## config.mk

```make
export PLATFORM = sky130hd
export DESIGN_NAME = clue_rom_arbiter
export DESIGN_NICKNAME = d
export VERILOG_FILES = /design/src/rtl/clue_rom_arbiter.sv
export SDC_FILE = /design/constraint.sdc
export NUM_CORES = 1
export LEC_CHECK = 0
export ABC_CLOCK_PERIOD_IN_PS = 2100
export CAP_MARGIN = 20
export CORE_MARGIN = 5
export CORE_UTILIZATION = 43
export DETAILED_ROUTE_END_ITERATION = 10
export GPL_TIMING_DRIVEN = 0
export PLACE_DENSITY = 0.84
export SYNTH_ARGS = -nofsm -noshare
export SYNTH_HDL_FRONTEND = slang
export SYNTH_SLANG_ARGS = --single-unit
```

## constraint.sdc

```tcl
create_clock -name clk_in -period 2.1 [get_ports clk_in]
set_input_delay 0.21 -clock clk_in [delete_from_list [all_inputs] [get_ports clk_in]]
set_output_delay 0.21 -clock clk_in [all_outputs]
set_load 0.005 [all_outputs]
```

## src/rtl/clue_rom_arbiter.sv

```systemverilog
// Round-robin burst arbiter sharing one registered-read clue ROM between NUM_REQ requesters.
// Each grant streams len consecutive words back to its owner, tagged with owner id and word index.
module clue_rom_arbiter #(
  parameter int NUM_REQ     = 2,
  parameter int ADDR_W      = 16,
  parameter int DATA_W      = 20,
  parameter int ROM_LATENCY = 2,
  parameter int LEN_W       = 6
) (
  input  logic                      clk_in,
  input  logic                      reset_in,
  input  logic [NUM_REQ-1:0]        req_in,
  input  logic [NUM_REQ*ADDR_W-1:0] req_addr_in,
  input  logic [NUM_REQ*LEN_W-1:0]  req_len_in,
  output logic [NUM_REQ-1:0]        grant_out,
  output logic [ADDR_W-1:0]         rom_addr_out,
  input  logic [DATA_W-1:0]         rom_data_in,
  output logic [DATA_W-1:0]         data_out,
  output logic                      data_valid_out,
  output logic [1:0]                data_id_out,
  output logic [LEN_W-1:0]          data_index_out,
  output logic [NUM_REQ-1:0]        done_out,
  output logic                      busy_out
);

  typedef enum logic [1:0] {IDLE, ISSUE, DRAIN, DONE} state_t;

  state_t                            state_q, state_d;
  logic [1:0]                        rr_q, rr_d;
  logic [1:0]                        owner_q, owner_d;
  logic [LEN_W-1:0]                  len_q, len_d;
  logic [LEN_W-1:0]                  k_q, k_d;
  logic [ADDR_W-1:0]                 addr_q, addr_d;
  logic [NUM_REQ-1:0]                grant_q, grant_d;
  logic [NUM_REQ-1:0]                done_q, done_d;
  logic [ROM_LATENCY-1:0]            sr_valid_q, sr_valid_d;
  logic [ROM_LATENCY-1:0][LEN_W-1:0] sr_idx_q, sr_idx_d;
  logic [DATA_W-1:0]                 hold_data_q, hold_data_d;
  logic [LEN_W-1:0]                  hold_idx_q, hold_idx_d;
  logic [1:0]                        hold_id_q, hold_id_d;

  logic [2*NUM_REQ-1:0] req_dbl;
  logic                 arb_found;
  logic [1:0]           arb_win;
  logic [ADDR_W-1:0]    win_addr;
  logic [LEN_W-1:0]     win_len;
  logic                 pop_valid;
  logic [LEN_W-1:0]     pop_idx;
  logic [LEN_W-1:0]     len_last;

  assign req_dbl   = {req_in, req_in} >> rr_q;
  assign pop_valid = sr_valid_q[ROM_LATENCY-1];
  assign pop_idx   = sr_idx_q[ROM_LATENCY-1];
  assign len_last  = len_q - LEN_W'(1);

  // Rotating the request vector by the rr pointer turns the wrap-around search into a plain priority pick.
  always_comb begin
    int cand;
    cand      = 0;
    arb_found = 1'b0;
    arb_win   = '0;
    win_addr  = '0;
    win_len   = '0;
    for (int i = 0; i < NUM_REQ; i++) begin
      cand = int'(rr_q) + i;
      if (cand >= NUM_REQ) cand = cand - NUM_REQ;
      if (!arb_found && req_dbl[i]) begin
        arb_found = 1'b1;
        arb_win   = 2'(cand);
      end
    end
    for (int j = 0; j < NUM_REQ; j++) begin
      if (arb_win == 2'(j)) begin
        win_addr = req_addr_in[j*ADDR_W +: ADDR_W];
        win_len  = req_len_in[j*LEN_W +: LEN_W];
      end
    end
  end

  always_comb begin
    state_d     = state_q;
    rr_d        = rr_q;
    owner_d     = owner_q;
    len_d       = len_q;
    k_d         = k_q;
    addr_d      = addr_q;
    grant_d     = grant_q;
    done_d      = '0;
    hold_data_d = hold_data_q;
    hold_idx_d  = hold_idx_q;
    hold_id_d   = hold_id_q;
    sr_valid_d  = '0;
    sr_idx_d    = '0;
    for (int i = 1; i < ROM_LATENCY; i++) begin
      sr_valid_d[i] = sr_valid_q[i-1];
      sr_idx_d[i]   = sr_idx_q[i-1];
    end
    if (pop_valid) begin
      hold_data_d = rom_data_in;
      hold_idx_d  = pop_idx;
      hold_id_d   = owner_q;
    end

    unique case (state_q)
      IDLE: begin
        if (arb_found) begin
          owner_d = arb_win;
          len_d   = win_len;
          k_d     = '0;
          grant_d = NUM_REQ'(1) << arb_win;
          rr_d    = (arb_win == 2'(NUM_REQ-1)) ? 2'd0 : arb_win + 2'd1;
          if (win_len == '0) begin
            done_d  = NUM_REQ'(1) << arb_win;
            state_d = DONE;
          end else begin
            addr_d  = win_addr;
            state_d = ISSUE;
          end
        end
      end
      ISSUE: begin
        sr_valid_d[0] = 1'b1;
        sr_idx_d[0]   = k_q;
        if (k_q == len_last) begin
          state_d = DRAIN;
        end else begin
          k_d    = k_q + 1'b1;
          addr_d = addr_q + 1'b1;
        end
      end
      // Words return in order, so the last index leaving the pipe means the pipe is now empty.
      DRAIN: begin
        if (pop_valid && pop_idx == len_last) begin
          done_d  = grant_q;
          state_d = DONE;
        end
      end
      DONE: begin
        grant_d = '0;
        state_d = IDLE;
      end
      default: state_d = IDLE;
    endcase
  end

  always_ff @(posedge clk_in) begin
    if (reset_in) begin
      state_q     <= IDLE;
      rr_q        <= '0;
      owner_q     <= '0;
      len_q       <= '0;
      k_q         <= '0;
      addr_q      <= '0;
      grant_q     <= '0;
      done_q      <= '0;
      sr_valid_q  <= '0;
      sr_idx_q    <= '0;
      hold_data_q <= '0;
      hold_idx_q  <= '0;
      hold_id_q   <= '0;
    end else begin
      state_q     <= state_d;
      rr_q        <= rr_d;
      owner_q     <= owner_d;
      len_q       <= len_d;
      k_q         <= k_d;
      addr_q      <= addr_d;
      grant_q     <= grant_d;
      done_q      <= done_d;
      sr_valid_q  <= sr_valid_d;
      sr_idx_q    <= sr_idx_d;
      hold_data_q <= hold_data_d;
      hold_idx_q  <= hold_idx_d;
      hold_id_q   <= hold_id_d;
    end
  end

  // Return data passes straight through from the ROM in its valid cycle; otherwise the last word is held.
  assign data_valid_out = pop_valid;
  assign data_out       = pop_valid ? rom_data_in : hold_data_q;
  assign data_index_out = pop_valid ? pop_idx : hold_idx_q;
  assign data_id_out    = pop_valid ? owner_q : hold_id_q;
  assign grant_out      = grant_q;
  assign rom_addr_out   = addr_q;
  assign done_out       = done_q;
  assign busy_out       = (state_q != IDLE);

endmodule
```

### Word-level counts from Yosys, hierarchy flattened

Index checks and enable logic that the tools add are counted.

| word-level totals | value |
|---|---|
| logic and storage cells | 85 |
| register bits | 80 |

| operators by class | value |
|---|---|
| add/sub/neg operators | 7 |
| order comparisons | 2 |
| shift-type cells | 2 |
| eq/ne operators | 11 |
| muxes and demuxes | 33 |
| bitwise operators | 1 |
| reductions and logical operators | 15 |

Operators with widths:

| operator | number |
|---|---|
| 16-bit 2-to-1 mux | 5 |
| 16-bit one-hot mux with 2 select lines | 1 |
| 6-bit 2-to-1 mux | 5 |
| 2-bit 2-to-1 mux | 14 |
| 20-bit 2-to-1 mux | 1 |
| 16-bit by 1-bit adder with 16-bit output, second input constant | 1 |
| 6-bit == test | 2 |
| 6-bit one-hot mux with 2 select lines | 1 |
| 2-bit != test, second input constant | 5 |
| 2-bit one-hot mux with 2 select lines | 2 |
| 2-bit one-hot mux with 4 select lines | 1 |
| 6-bit by 1-bit adder with 6-bit output, second input constant | 1 |
| 6-bit logical NOT | 1 |
| 3-bit AND reduction | 2 |
| 2-bit nonzero test | 3 |
| 6-bit by 1-bit subtractor with 6-bit output, second input constant | 1 |
| 2-bit by 1-bit == test with 1-bit output, second input constant | 2 |
| 2-bit == test, second input constant | 2 |
| 2-bit logical NOT | 2 |
| 2-bit AND reduction | 2 |
| 4-bit AND reduction | 1 |
| 4-bit by 2-bit >> shifter with 2-bit output | 1 |
| 2-bit subtractor, second input constant | 2 |
| 2-bit by 1-bit adder with 3-bit output, second input constant | 1 |
| 9 further kinds | 12 |

### Logic depth before layout (Yosys ltp)

| logic depth | value |
|---|---|
| word-level depth | 12 |
| mapped depth | 9 |

### Worst setup path after synthesis

OpenSTA, ideal clock, no wires.

| timing | value |
|---|---|
| path type | reg-to-reg |
| start point | register len_q[0] |
| end point | register addr_q[8] (netlist: rom_addr_out[8]) |
| period minus slack after synthesis | 2.088 ns |
| arrival | 2.003 ns |
| path buffers | 0 |
| setup slack | 0.012 ns |
| library setup time | 0.086 ns |
| cell stages (with the launch flop) | 9 |
| cells stage by stage | dfxtp_1 -> inv_1 -> ha_1 -> xnor2_1 -> xnor2_1 -> nand4_1 -> or2_1 -> a31o_2 -> a211oi_1 |

| between the ends | value |
|---|---|
| cells in the longest elaborated chain, start to end | 4 |

RTL lines:

| what | RTL line | source |
|---|---|---|
| start: declaration | 31 | `logic [LEN_W-1:0] len_q, len_d;` |
| start signal: assignment | 165 | `len_q <= len_d;` |
| 6-bit by 1-bit subtractor with 6-bit output | 54 | `assign len_last = len_q - LEN_W'(1);` |
| 6-bit == test | 124 | `if (k_q == len_last) begin` |
| 2-bit != test (no source line) | - |  |
| 4-bit AND reduction (no source line) | - |  |
| end signal: assignment | 167 | `addr_q <= addr_d;` |
| end: declaration | 33 | `logic [ADDR_W-1:0] addr_q, addr_d;` |

No other way between the ends.
A chain may end at the register's enable or synchronous reset.

### Final worst setup path

| timing | value |
|---|---|
| start point | register len_q[2] |
| end point | register addr_q[13] (netlist: rom_addr_out[13]) |

Same word-level chain as after synthesis.

==> reports/results.ini <==
[critical_path]
cp-start-kind = flop
timing.rr.start = len_q[2]
worstSetupPathType = flop to flop
worst_setup_path_end_kind = flop
worst_r2r_endpoint = rom_addr_out[13]
crit_arrival_ns = 2.36
rrSetupSlack_ns = 0.002
cp_max_fo = 5
required_ns = 2.36
ff2ff_path_depth = 8

[worst_hold_path]
hold_depth = 3
holdPathEnd = len_q[2]
hold_class = primary input to flop
min_from = req_len_in[2]

[final_layout]
nFillCells = 728
finalInstanceArea_um2 = 5794
mostFrequentLayoutCell = clkdlybuf4s50_1
fin_cells = 708
antennaDiodeCount = 0
layout_common_cells = 112 x clkdlybuf4s50_1, 75 x dfxtp_1, 52 x nand2_1, 40 x nor2_1
drive_gt1_frac = 0.1910
ff_latch_area_um2 = 1615
syn2layout_area_growth_pct = 47.11
multiInputGateArea_um2 = 2372
layout.nets = 667

[run_status]
status = complete, no violations

[timing]
layout_setup_ws_ns = 0.001823
relSlewSlack = 0.5170
whs_ns = 0.1800
worst_pin_slew_ns = 0.7169
slew_viol_final = 0
hold_viol_final = 0
fmax_mhz = 476.6
period_share = 0.9991
setup_viol = 0
finClkSkew_ns = 0.01610
rsz0062_at_grt = yes
fin_crit_ns = 2.098

[placement]
place_area_um2 = 5239
dpl.hpwl_mm = 8.750
place_worst_setup_slack_ns = -0.5771
gp_congestion = 0.9424
io_buffers = 116
dp_cells = 680

[route]
drtIter0Drc = 284
ant_nets = 0
drc = 0
vias = 3873
drt-total-wl_mm = 11.89
avgRoutedWirePerCell_um = 16.79
vias_per_cell = 5.470
first_pass_iters = 6

[global_route]
grt_pass1_vias = 3922
grt_max_degree = 16
grt_pass1_wl_mm = 18.93
grt_usage = 0.2069
antenna_found_initial = 0
gr-total-overflow = 0

[clocking]
cts.path.max_buffers = 2
cts.clk_slew.worst_paths_ns = 0.08
cts.sinks = 80
cts_buffers = 9
ctsRootBufferMaster = clkbuf_8
cts_tree = done
clock_latency_ns = 0.35
htreeDepth = 3

[floorplan]
dieArea_um2 = 11170
core-area_um2 = 9065
die_h_um = 105.7
fp-row-count = 35
ios = 118
die_x_um = 105.7
start_util = 0.4345

[yosys]
yosysTopAreaCellShare = 0.4066
avgSynthCellArea_um2 = 8.695
synth_edf_count = 0
synth_nets = 528
syn_area_um2 = 3939
synthTopCellsByArea = dfxtp_1 41%, mux2_2 8.6%, nand2_1 5.1%
synth.largest_area_cell = dfxtp_1
yosysWarnings = 0
yosysSeqAreaShare = 0.4066
synth_cell_types = 51
synthFlopType = dfxtp_1
async_reset_ff_frac = 0
synthCells = 453
ys_ff_latch = 80

[power_and_ir_drop]
p_int_w = 0.003924
leakage_nw = 2.245
p_comb_frac = 0.516
p_sw_w = 0.002576
p_per_area_nw_per_um2 = 1122
seqPwrFrac = 0.322
power_w = 0.006500
p_clk_frac = 0.162
switching_share = 0.3963
vdd_drop_max_mv = 0.6941

[job]
maxCapViolCount = 0

==> area by class of cell <==
class                      count  area share
sequential                    80      0.2788
buffer                        26     0.02894
clock buffer                   9     0.02138
timing repair buffer         129      0.2205
tap                          111     0.02397
inverter                      12    0.007774
multi-input combinational    334      0.4094
clock inverter                 7    0.009285
==> power by group through the flow <==
stage | Clock (W) | Sequential (W) | Combinational (W)
floorplan | 0 | 0.00202 | 0.00168
global placement | 0 | 0.00208 | 0.00258
detailed placement | 0 | 0.00209 | 0.00264
CTS | 0.00105 | 0.00207 | 0.00299
global route | 0.00112 | 0.00212 | 0.00362
finish | 0.00105 | 0.00209 | 0.00336
==> worst max-delay path, stage by stage, from the launching register on <==
cell	delay (ns)
dfxtp_4	0.38
or3_4	0.40
xnor2_2	0.18
nand4_1	0.13
buf_6	0.16
o221ai_4	0.29
buf_6	0.17
a21oi_4	0.03
o32ai_2	0.26
==> worst max-delay path by stage <==
| stage | from | to | slack, ns |
|---|---|---|---|
| 6_report | len_q[2] | rom_addr_out[13] | 0.002 |
| 5_1_grt | len_q[0] | rom_addr_out[13] | -0.08 |
| 4_1_cts | len_q[0] | rom_addr_out[3] | 0.0002 |
| 3_5_place_dp | req_len_in[4] | rom_addr_out[1] | -0.58 |
| 3_3_place_gp | req_len_in[4] | rom_addr_out[1] | -0.56 |
| 2_1_floorplan | len_q[0] | rom_addr_out[8] | 0.01 |
==> state kept, by name, summed over array words and instances, names as in the netlist <==
signal        count
done_out          2
grant_out         2
hold_data_q      20
hold_id_q         2
hold_idx_q        6
k_q               6
len_q             6
owner_q           2
pop_idx           6
rom_addr_out     16
rr_q              2
sr_idx_d          6
sr_valid_q        2
state_q           2
==> metrics by stage <==
| stage | setup TNS, ns | utilization |
|---|---|---|
| after global routing | -0.5682 | 0.6392 |
| after global placement | -13.48 | 0.5779 |
| after CTS | 0 | 0.6173 |
| final | 0 | 0.6392 |
| after floorplan | 0 | - |
| after detailed placement | -15.17 | 0.5779 |
==> timing repair <==
item / in CTS / in global routing
gates cloned: 0 / 0
gates resized for setup: 36 / 48
endpoints found under the setup margin: 60 / 49
hold buffers: 0 / 0
pin swaps: 5 / 22
setup buffers: 7 / 6
==> layer usage <==
| layer | part of all wire | track usage |
|---|---|---|
| met5 | 0 | 0 |
| met4 | 0.019 | 0.06938 |
| met3 | 0.054 | 0.03858 |
| met2 | 0.51 | 0.3657 |
| met1 | 0.42 | 0.2517 |
==> cell families (layout without fill, tap and decap cells) <==
logic type,count (synthesis),in the layout,share of synthesized area
multiplexers,38,38,0.1061
adder cells (fa/ha/maj),7,7,0.02224
AND/OR/NAND/NOR,178,178,0.2201
buffers and inverters,39,183,0.04225
XOR/XNOR,18,18,0.04352
AO/OA/AOI/OAI,93,93,0.1592
flip-flops,80,80,0.4066
==> synth_stat cells, drive strengths merged, types with 4 or more instances <==
| library cell | number |
|---|---|
| nor2 | 41 |
| mux2 | 30 |
| xor2 | 4 |
| mux2i | 8 |
| nand2 | 53 |
| o211ai | 4 |
| o21ai | 15 |
| a21oi | 34 |
| nand4 | 5 |
| ha | 7 |
| clkbuf | 19 |
| dfxtp | 80 |
| o32ai | 7 |
| and3 | 12 |
| a31oi | 4 |
| nand3 | 8 |
| xnor2 | 13 |
| buf | 8 |
| nor3 | 9 |
| and2 | 30 |
| inv | 12 |
| a311oi | 8 |
| nor2b | 7 |
No activity file was read; power rests on OpenSTA's default activity.
